$ cat src/rtl/prco_alu_seq.sv
// PRCO handshaked ALU: single-cycle ops at one per cycle, iterative MUL and
// shifts, and a Z/S/O/C status register feeding the JMP/SET condition codes.
module prco_alu_seq #(
  parameter int DATA_W         = 16,
  parameter int IMM_W          = 8,
  parameter int SIMM_W         = 5,
  parameter int FLAGS_ON_ARITH = 1
) (
  input  logic              i_clk,
  input  logic              i_reset,
  input  logic              i_valid,
  output logic              q_ready,
  input  logic              i_dec_req_ram,
  input  logic [4:0]        i_op,
  input  logic [DATA_W-1:0] i_data,
  input  logic [DATA_W-1:0] i_datb,
  input  logic [IMM_W-1:0]  i_imm,
  input  logic [SIMM_W-1:0] i_simm,
  output logic              q_valid,
  output logic [DATA_W-1:0] q_result,
  output logic              q_should_branch,
  output logic              q_ce_reg,
  output logic              q_ce_ram,
  output logic [3:0]        q_flags
);

  localparam logic [4:0] OP_NOP  = 5'd0,  OP_MOV  = 5'd1,  OP_MOVI = 5'd2,
                         OP_ADD  = 5'd3,  OP_ADDI = 5'd4,  OP_SUB  = 5'd5,
                         OP_SUBI = 5'd6,  OP_CMP  = 5'd7,  OP_JMP  = 5'd8,
                         OP_SET  = 5'd9,  OP_LW   = 5'd10, OP_SW   = 5'd11,
                         OP_AND  = 5'd12, OP_OR   = 5'd13, OP_XOR  = 5'd14,
                         OP_MUL  = 5'd15, OP_SHL  = 5'd16, OP_SHR  = 5'd17;

  localparam logic [3:0] CC_J  = 4'd0, CC_JE  = 4'd1, CC_JNE = 4'd2,
                         CC_JS = 4'd3, CC_JNS = 4'd4, CC_JG  = 4'd5,
                         CC_JGE = 4'd6, CC_JL = 4'd7, CC_JLE = 4'd8;

  localparam int SH_W  = $clog2(DATA_W);
  localparam int CNT_W = SH_W + 1;
  localparam int MSB   = DATA_W - 1;

  typedef enum logic [1:0] {S_IDLE, S_MUL, S_SHIFT} state_t;

  state_t state_q, state_d;

  // Execute-stage operand latch; ex_vld marks an op ready to retire next edge.
  logic              ex_vld;
  logic [4:0]        ex_op;
  logic [DATA_W-1:0] ex_a, ex_b;
  logic [IMM_W-1:0]  ex_imm;
  logic [SIMM_W-1:0] ex_simm;
  logic              ex_ram;

  logic [DATA_W-1:0] acc, mcand, mplier;
  logic [CNT_W-1:0]  cnt;

  logic              accept, is_shift, iter_last;
  logic [CNT_W-1:0]  shamt;

  assign q_ready   = (state_q == S_IDLE);
  assign accept    = i_valid & q_ready;
  assign is_shift  = (i_op == OP_SHL) || (i_op == OP_SHR);
  assign shamt     = {1'b0, i_datb[SH_W-1:0]};
  assign iter_last = (cnt == CNT_W'(1));

  always_ff @(posedge i_clk or posedge i_reset) begin
    if (i_reset) state_q <= S_IDLE;
    else         state_q <= state_d;
  end

  always_comb begin
    state_d = state_q;
    case (state_q)
      S_IDLE: if (accept) begin
        if (i_op == OP_MUL)                  state_d = S_MUL;
        else if (is_shift && shamt != '0)    state_d = S_SHIFT;
      end
      S_MUL, S_SHIFT: if (iter_last) state_d = S_IDLE;
      default: state_d = S_IDLE;
    endcase
  end

  always_ff @(posedge i_clk or posedge i_reset) begin
    if (i_reset) begin
      ex_vld  <= 1'b0;
      ex_op   <= '0;
      ex_a    <= '0;
      ex_b    <= '0;
      ex_imm  <= '0;
      ex_simm <= '0;
      ex_ram  <= 1'b0;
      acc     <= '0;
      mcand   <= '0;
      mplier  <= '0;
      cnt     <= '0;
    end else if (accept) begin
      ex_op   <= i_op;
      ex_a    <= i_data;
      ex_b    <= i_datb;
      ex_imm  <= i_imm;
      ex_simm <= i_simm;
      ex_ram  <= i_dec_req_ram;
      mcand   <= i_data;
      mplier  <= i_datb;
      if (i_op == OP_MUL) begin
        ex_vld <= 1'b0;
        acc    <= '0;
        cnt    <= CNT_W'(DATA_W);
      end else if (is_shift && shamt != '0) begin
        ex_vld <= 1'b0;
        acc    <= i_data;
        cnt    <= shamt;
      end else begin
        // Zero-amount shifts retire straight away with acc = a.
        ex_vld <= 1'b1;
        acc    <= i_data;
        cnt    <= '0;
      end
    end else if (state_q == S_MUL) begin
      if (mplier[0]) acc <= acc + mcand;
      mcand  <= mcand << 1;
      mplier <= mplier >> 1;
      cnt    <= cnt - CNT_W'(1);
      ex_vld <= iter_last;
    end else if (state_q == S_SHIFT) begin
      acc    <= (ex_op == OP_SHL) ? (acc << 1) : (acc >> 1);
      cnt    <= cnt - CNT_W'(1);
      ex_vld <= iter_last;
    end else begin
      ex_vld <= 1'b0;
    end
  end

  logic [DATA_W-1:0] imm_s, imm_z, simm_s, opd_b, res;
  logic [DATA_W:0]   sum, diff;
  logic [3:0]        add_flags, sub_flags, nflags;
  logic              upd, wr, br, cond;
  logic              fz, fs, fo;

  assign imm_s  = {{(DATA_W-IMM_W){ex_imm[IMM_W-1]}}, ex_imm};
  assign imm_z  = {{(DATA_W-IMM_W){1'b0}}, ex_imm};
  assign simm_s = {{(DATA_W-SIMM_W){ex_simm[SIMM_W-1]}}, ex_simm};
  assign opd_b  = (ex_op == OP_ADDI || ex_op == OP_SUBI) ? imm_s : ex_b;
  assign sum    = {1'b0, ex_a} + {1'b0, opd_b};
  assign diff   = {1'b0, ex_a} - {1'b0, opd_b};

  // {C,O,S,Z}; for subtraction the top bit of diff is the unsigned borrow.
  assign add_flags = {sum[DATA_W],
                      (ex_a[MSB] == opd_b[MSB]) & (sum[MSB] != ex_a[MSB]),
                      sum[MSB], (sum[MSB:0] == '0)};
  assign sub_flags = {diff[DATA_W],
                      (ex_a[MSB] != opd_b[MSB]) & (diff[MSB] != ex_a[MSB]),
                      diff[MSB], (diff[MSB:0] == '0)};

  assign fz = q_flags[0];
  assign fs = q_flags[1];
  assign fo = q_flags[2];

  always_comb begin
    cond = 1'b0;
    case (ex_imm[3:0])
      CC_J:    cond = 1'b1;
      CC_JE:   cond = fz;
      CC_JNE:  cond = ~fz;
      CC_JS:   cond = fs;
      CC_JNS:  cond = ~fs;
      CC_JG:   cond = ~fz & (fs == fo);
      CC_JGE:  cond = (fs == fo);
      CC_JL:   cond = (fs != fo);
      CC_JLE:  cond = fz | (fs != fo);
      default: cond = 1'b0;
    endcase
  end

  always_comb begin
    res    = '0;
    nflags = q_flags;
    upd    = 1'b0;
    wr     = 1'b0;
    br     = 1'b0;
    case (ex_op)
      OP_MOV:  begin res = ex_b;  wr = 1'b1; end
      OP_MOVI: begin res = imm_z; wr = 1'b1; end
      OP_ADD, OP_ADDI: begin
        res = sum[MSB:0]; wr = 1'b1;
        upd = (FLAGS_ON_ARITH != 0); nflags = add_flags;
      end
      OP_SUB, OP_SUBI: begin
        res = diff[MSB:0]; wr = 1'b1;
        upd = (FLAGS_ON_ARITH != 0); nflags = sub_flags;
      end
      OP_CMP:  begin upd = 1'b1; nflags = sub_flags; end
      OP_AND:  begin res = ex_a & ex_b; wr = 1'b1; end
      OP_OR:   begin res = ex_a | ex_b; wr = 1'b1; end
      OP_XOR:  begin res = ex_a ^ ex_b; wr = 1'b1; end
      OP_LW:   begin res = ex_b + simm_s; wr = 1'b1; end
      OP_SW:   res = ex_b + simm_s;
      OP_MUL, OP_SHL, OP_SHR: begin res = acc; wr = 1'b1; end
      OP_JMP:  begin res = ex_a; br = cond; end
      OP_SET:  begin res = {{(DATA_W-1){1'b0}}, cond}; wr = 1'b1; end
      default: res = '0;
    endcase
  end

  always_ff @(posedge i_clk or posedge i_reset) begin
    if (i_reset) begin
      q_valid         <= 1'b0;
      q_result        <= '0;
      q_should_branch <= 1'b0;
      q_ce_reg        <= 1'b0;
      q_ce_ram        <= 1'b0;
      q_flags         <= '0;
    end else begin
      q_valid         <= ex_vld;
      q_should_branch <= ex_vld & br;
      q_ce_reg        <= ex_vld & ~ex_ram & wr;
      q_ce_ram        <= ex_vld & ex_ram;
      if (ex_vld)       q_result <= res;
      if (ex_vld & upd) q_flags  <= nflags;
    end
  end

endmodule

$ cat config.mk
export PLATFORM = sky130hd
export DESIGN_NAME = prco_alu_seq
export DESIGN_NICKNAME = d
export VERILOG_FILES = /design/src/rtl/prco_alu_seq.sv
export SDC_FILE = /design/constraint.sdc
export NUM_CORES = 1
export LEC_CHECK = 0
export ABC_AREA = 1
export ABC_CLOCK_PERIOD_IN_PS = 13100
export CAP_MARGIN = 20
export CELL_PAD_IN_SITES_DETAIL_PLACEMENT = 1
export CELL_PAD_IN_SITES_GLOBAL_PLACEMENT = 2
export CORE_MARGIN = 10
export CORE_UTILIZATION = 25
export CTS_CLUSTER_SIZE = 16
export DETAILED_ROUTE_END_ITERATION = 10
export PLACE_DENSITY_LB_ADDON = 0.08
export SLEW_MARGIN = 20
export SYNTH_ARGS = -nofsm -noshare
export SYNTH_HDL_FRONTEND = slang
export SYNTH_SLANG_ARGS = --single-unit
export TNS_END_PERCENT = 10
$ cat constraint.sdc
create_clock -name i_clk -period 13.1 [get_ports i_clk]
set_input_delay 2.62 -clock i_clk [delete_from_list [all_inputs] [get_ports i_clk]]
set_output_delay 2.62 -clock i_clk [all_outputs]
set_load 0.005 [all_outputs]
==> impl_metrics.py, run 1 <==
metrics = {
    "status": {
        "status": "finished, final reports clean",
    },
    "grt": {
        "first_global_vias": 11700,
        "grt_max_degree": 81,
        "grt_overflow": 0,
        "antenna_found_initial": 0,
        "grt_pass1_wl_mm": 71.7,
        "track_usage_pct": 17.6,
    },
    "layout": {
        "diodes": 0,
        "final_nets": 1825,
        "drive_above_1_share_pct": 5.37,
        "final_util_pct": 29.7,
        "final-instance-count-excl-fill": 2268,
        "nFillCells": 5510,
        "area_growth_pct": 17.8,
    },
    "synth": {
        "synth_cell_types": 61,
        "synth-compound-area-share_pct": 19.1,
        "synth-adder-area-share_pct": 12.3,
        "ys_warn_count": 0,
        "synth_edf_count": 0,
        "yosys.area_share.simple_pct": 28.0,
        "yosys-mux-area-fraction_pct": 0,
        "synth-xor-area-share_pct": 1.50,
        "syn_avg_cell_area_sq_um": 6.88,
        "yosysSeqAreaShare_pct": 29.5,
        "synth-seq-cells": 131,
        "syn_area_sq_um": 11100,
        "synth_fp_nets": 1773,
        "synthCells": 1612,
        "ys.flop_type": "dfrtp_1",
        "async_flop_share_pct": 100,
        "synth_top_family_by_area": "simple AND/OR/NAND/NOR gates",
    },
    "floorplan": {
        "fp-row-count": 77,
        "core_sq_um": 44000,
        "die_w_microns": 231,
        "start_util_pct": 25.2,
        "io_pins": 79,
        "die_area_sq_um": 53200,
        "die_y_microns": 231,
    },
    "timing": {
        "setup_violations": 0,
        "max_freq_ghz": 0.173,
        "slew-limit-headroom_pct": 36.5,
        "skew_ns": 0.0112,
        "timing.setup.tns_ns": 0,
        "worstMarginPinSlew_ns": 0.953,
        "final-hold-violation-count": 0,
        "finalCriticalPeriod_ns": 5.78,
        "rsz0062_at_grt": "false",
        "finalCritPeriodShare_pct": 44.1,
        "slew_viol_final": 0,
    },
    "place": {
        "place.gp.congestion": 0.849,
        "place_inst": 2237,
        "portBuffers": 78,
        "dp.final_hpwl_mm": 37.8,
    },
    "job": {
        "maxCapViolCount": 0,
    },
    "clock_tree": {
        "ctsHoldBuffers": 0,
        "cts-htree-levels": 4,
        "cts_buffer_depth": 2,
        "cts_resized": 0,
        "cts_root_buf": "clkbuf_16",
        "clk_pin_slew_ns": 0.06,
        "cts_buffers": 17,
        "cts.sinks": 131,
        "cts_setup_buffers": 0,
        "tritoncts": "built",
        "worstSkewPairLatency_ns": 0.45,
    },
    "worst_setup_path": {
        "worst_ep_arrival_time_ns": 6.14,
        "crit_path_cell_trace": "clkdlybuf4s50_1 -> nand2_4 -> clkinv_2 -> nor2_4 -> inv_2 -> or2_1 -> o31ai_2 -> buf_4 -> inv_2 -> o21ai_0 -> a2bb2oi_1",
        "cpPeakStageDelay_ns": 0.55,
        "endpoint_kind": "flip-flop",
        "path_delay_family": "buffers and inverters",
        "slowest_stage": "clkinv_2",
        "required_ns": 13.46,
        "crit_path_frequent_cell": "inv_2",
        "critPathMaxFanout": 62,
        "criticalPathCategory": "in2reg",
        "cp-start-kind": "input port",
        "path_buf_inv": 5,
    },
    "routing": {
        "ant_nets": 0,
        "drt-total-wl_mm": 46.4,
        "viasPerCell": 4.80,
        "drtIter0Drc": 540,
        "drc_errors": 0,
        "num_vias": 10900,
        "dr.pass1.iters": 4,
        "wl_per_cell_microns": 20.5,
    },
    "hold_path": {
        "hp-class": "reg2reg",
    },
}
[Yosys cell counts (19+ instances only)]
library cell	count	area [sq um]
o21ai_0	136	681
inv_1	194	728
nand4_1	19	119
ha_1	103	1290
nor3_1	19	95.1
a21oi_1	108	541
nor2_1	114	428
dfrtp_1	131	3280
nand2_1	433	1630
nand3_1	85	425
o21ai_1	26	130
[final timing paths]
path                                  start            to  slack (ns)  cells past startpoint
max in group asynchronous           i_reset  q_result[14]        9.08                      3
worst min-delay path            q_result[9]   q_result[9]        0.48                      2
worst min register to register  q_result[9]   q_result[9]        0.48                      2
worst max-delay path                i_valid        acc[2]        7.32                     11
min in group asynchronous           i_reset      ex_op[4]        2.63                      2
worst max register to register     ex_op[4]    q_flags[2]        8.34                     20
[worst reg2reg max path: stages, from the launching register on]
cell     delay (ns)
dfrtp_1        0.54
inv_4          0.18
nand3_2        0.17
inv_1          0.12
nand2_1        0.35
inv_1          0.41
nand2_1        0.27
o21ai_0        0.27
inv_1          0.09
ha_1           0.44
nand2_1        0.17
inv_1          0.07
a21oi_2        0.18
inv_1          0.06
a21oi_1        0.27
nand2_1        0.12
nand2_1        0.08
nand2_1        0.08
o21ai_0        0.51
o21ai_1        0.23
nand2_1        0.10
[metrics by stage]
step / worst slack, ns / area [sq um] / hold slack (ns)
final: 7.32 / 13100 / 0.479
after global routing: 6.97 / 13100 / 0.515
after CTS: 7.26 / 13100 / 0.485
after detailed placement: 6.79 / 12400 / 0.470
after global placement: 6.88 / 12400 / 0.467
after floorplan: 6.98 / 11100 / 0.352
[cell families after synthesis]
logic type,after synthesis
buffers and inverters,266
AND/OR/NAND/NOR,718
AO/OA/AOI/OAI,371
flip-flops,131
XOR/XNOR,19
adder cells (fa/ha/maj),107
[cell type report]
cell class | instances | area, sq um | area share, %
Multi-Input combinational cell | 1215 | 6760 | 51.8
Sequential cell | 131 | 3280 | 25.1
Timing Repair Buffer | 84 | 826 | 6.32
Inverter | 215 | 816 | 6.24
Tap cell | 592 | 741 | 5.67
Clock buffer | 21 | 460 | 3.52
Clock inverter | 10 | 180 | 1.38
[per-layer routing]
| metal | global-route usage, % | routed length [microns] |
|---|---|---|
| met5 | 0 | 0 |
| met4 | 4.21 | 707 |
| met3 | 2.59 | 944 |
| met2 | 29.5 | 22000 |
| met1 | 23.4 | 22800 |
[cells in the final DEF (no fill, tap or decap), drive strengths merged, types with 16 or more instances in the layout]
cell type      instances
o21ai                163
o22ai                 18
nor3                  20
clkbuf                21
nor2                 122
nand2                439
ha                   103
inv                  212
a31oi                 16
clkdlybuf4s50         78
dfrtp                131
nand3                 91
a21oi                110
nand4                 19
Power of run 1 is left out: the tool's default activity adds up to more than one toggle a clock period on the data nets, which glitch-free logic cannot reach.
==> run 2, diff against run 1 <==
--- a/config.mk
+++ b/config.mk
@@ -6,7 +6,7 @@
 export NUM_CORES = 1
 export LEC_CHECK = 0
 export ABC_AREA = 1
-export ABC_CLOCK_PERIOD_IN_PS = 13100
+export ABC_CLOCK_PERIOD_IN_PS = 4840
 export CAP_MARGIN = 20
 export CELL_PAD_IN_SITES_DETAIL_PLACEMENT = 1
 export CELL_PAD_IN_SITES_GLOBAL_PLACEMENT = 2
==> constraint.sdc (replaced) <==
create_clock -name i_clk -period 4.84 [get_ports i_clk]
set_input_delay 0.968 -clock i_clk [delete_from_list [all_inputs] [get_ports i_clk]]
set_output_delay 0.968 -clock i_clk [all_outputs]
set_load 0.005 [all_outputs]
==> run 2 against run 1 <==
Setup slack worse by 6.8 ns. Core utilization is 0.054 points lower. Non-clock buffer count is 8 higher. Global-route usage is 0.92 points higher.
==> impl_metrics.py, run 2 (synthesis gave the netlist of run 1 again) <==
metrics = {
    "status": {
        "status": "finished, final reports clean",
    },
    "worst_setup_path": {
        "required_ns": 5.27,
        "worst_ep_arrival_time_ns": 4.70,
        "critPathMaxFanout": 15,
        "endpoint_kind": "flip-flop",
        "criticalPathCategory": "reg2reg",
        "cp-start-kind": "flip-flop",
    },
    "grt": {
        "grt_max_degree": 87,
        "first_global_vias": 11700,
        "grt_pass1_wl_mm": 73.9,
        "antenna_found_initial": 1,
        "track_usage_pct": 18.5,
        "grt_overflow": 0,
    },
    "layout": {
        "drive_above_1_share_pct": 5.99,
        "nFillCells": 5479,
        "final_util_pct": 29.6,
        "final_nets": 1833,
        "final_common_cell": "nand2_1",
        "area_growth_pct": 17.5,
        "final_cell_mix": "nand2_1, inv_1, o21ai_0",
        "diodes": 0,
        "final-instance-count-excl-fill": 2277,
    },
    "place": {
        "place_inst": 2245,
        "portBuffers": 78,
        "dp.final_hpwl_mm": 38.9,
        "place.gp.congestion": 0.833,
    },
    "power": {
        "p_int_mw": 4.90,
        "p_leak_nw": 6.36,
        "ir_drop_uv": 214,
        "power.density_nw_per_um2": 884,
        "p_total_mw": 11.5,
        "power_frac_comb_pct": 68.8,
        "power_frac_clock_pct": 11.3,
        "swShare_pct": 57.5,
        "netSwitchingPower_mw": 6.62,
        "p_seq_share_pct": 19.9,
    },
    "clock_tree": {
        "cts-htree-levels": 4,
        "ctsHoldBuffers": 0,
        "cts_buffer_depth": 2,
        "cts.sinks": 131,
        "worstSkewPairLatency_ns": 0.50,
        "cts_root_buf": "clkbuf_16",
        "tritoncts": "built",
        "clk_pin_slew_ns": 0.07,
        "cts_buffers": 17,
    },
    "routing": {
        "ant_nets": 0,
        "num_vias": 11100,
        "top_layer": "met5",
        "dr.pass1.iters": 4,
        "wl_per_cell_microns": 21.2,
        "drc_errors": 0,
        "drt-total-wl_mm": 48.4,
        "wl_met2_mm": 22.6,
        "drtIter0Drc": 643,
        "dr_wl_met3_mm": 1.23,
        "viasPerCell": 4.86,
        "drt-met1-wl_mm": 23.4,
    },
    "timing": {
        "finalCritPeriodShare_pct": 88.4,
        "slew_viol_final": 0,
        "finalCriticalPeriod_ns": 4.28,
        "rsz0062_at_grt": "false",
        "slew-limit-headroom_pct": 30.0,
        "skew_ns": 0.0285,
        "setup_violations": 0,
        "worstMarginPinSlew_ns": 1.05,
        "final-hold-violation-count": 0,
        "whs_ns": 0.478,
        "timing.setup.tns_ns": 0,
        "max_freq_ghz": 0.234,
    },
    "hold_path": {
        "hp-class": "reg2reg",
    },
    "floorplan": {
        "io_pins": 79,
        "die_w_microns": 231,
        "die_area_sq_um": 53200,
        "core_sq_um": 44000,
        "die_y_microns": 231,
        "fp-row-count": 77,
        "start_util_pct": 25.2,
    },
    "job": {
        "maxCapViolCount": 0,
    },
}
[run 2: changes by cell type in the layout (fill, tap and decap cells not counted)]
cell / delta
inv_1: -1
inv_2: +1
inv_6: +5
clkinvlp_4: +2
buf_4: +8
inv_8: +2
bufinv_16: -5
clkinv_2: -3
clkbuf_1: -1
clkinv_4: +2
clkbuf_8: -1
[run 2: worst paths after layout]
path	start	to	slack (ns)	cells after the start
max in group asynchronous	i_reset	q_flags[0]	3.02	3
setup / recovery	ex_op[4]	q_flags[3]	0.56	21
min in group asynchronous	i_reset	mcand[0]	0.99	2
hold reg to reg	mplier[15]	mplier[15]	0.48	2
setup reg to reg	ex_op[4]	q_flags[3]	0.56	21
hold / removal	mplier[15]	mplier[15]	0.48	2
[run 2: timing repair]
item | 4_1_cts | 5_1_grt
resized for setup | 0 | 1
setup buffers | 0 | 0
endpoints found under the setup margin | 0 | 1
[run 2: power by group through the flow]
stage	Clock, mW	Sequential, mW	Combinational [mW]
global placement	0	2.31	7.94
floorplan	0	2.00	5.49
finish	1.31	2.29	7.93
global route	1.39	2.38	9.02
detailed placement	0	2.31	7.96
CTS	1.35	2.30	8.01
[run 2: metal layers]
layer / up-vias / GRT usage (%)
met3: 45 / 2.92
met4: 2 / 6.47
li1: 5452 / -
met2: 119 / 30.0
met1: 5452 / 24.5
met5: - / 0
[run 2: critical path, cell delays in order, from the launching register on]
cell,delay (ns)
dfrtp_1,0.51
inv_4,0.16
nand3_2,0.16
inv_1,0.12
nand2_1,0.32
o21ai_0,0.56
ha_1,0.37
inv_1,0.09
fa_1,0.44
inv_1,0.14
nand3_1,0.11
nand2_1,0.17
nand2_1,0.07
nand2_1,0.13
nand2_1,0.12
nand2_1,0.08
nand2_1,0.09
a21oi_1,0.27
o21ai_0,0.12
o21ai_1,0.08
nand2_1,0.06
nand2_1,0.05
[run 2: metrics by stage]
stage	setup WS [ns]	cell area, sq um
after floorplan	0.374	11100
after global placement	0.606	12500
after detailed placement	0.478	12500
after CTS	0.442	13000
after global routing	0.0712	13000
final	0.562	13000
[run 2: cell type report]
type	count	area [sq um]	share of cell area [%]
clock buffers	19	443	3.40
clock inverters	13	114	0.873
inverters	215	816	6.26
multi-input cells	1215	6760	51.9
flip-flops and latches	131	3280	25.1
well taps	592	741	5.68
repair buffers	92	886	6.79
Power figures use the tool's default switching activity.
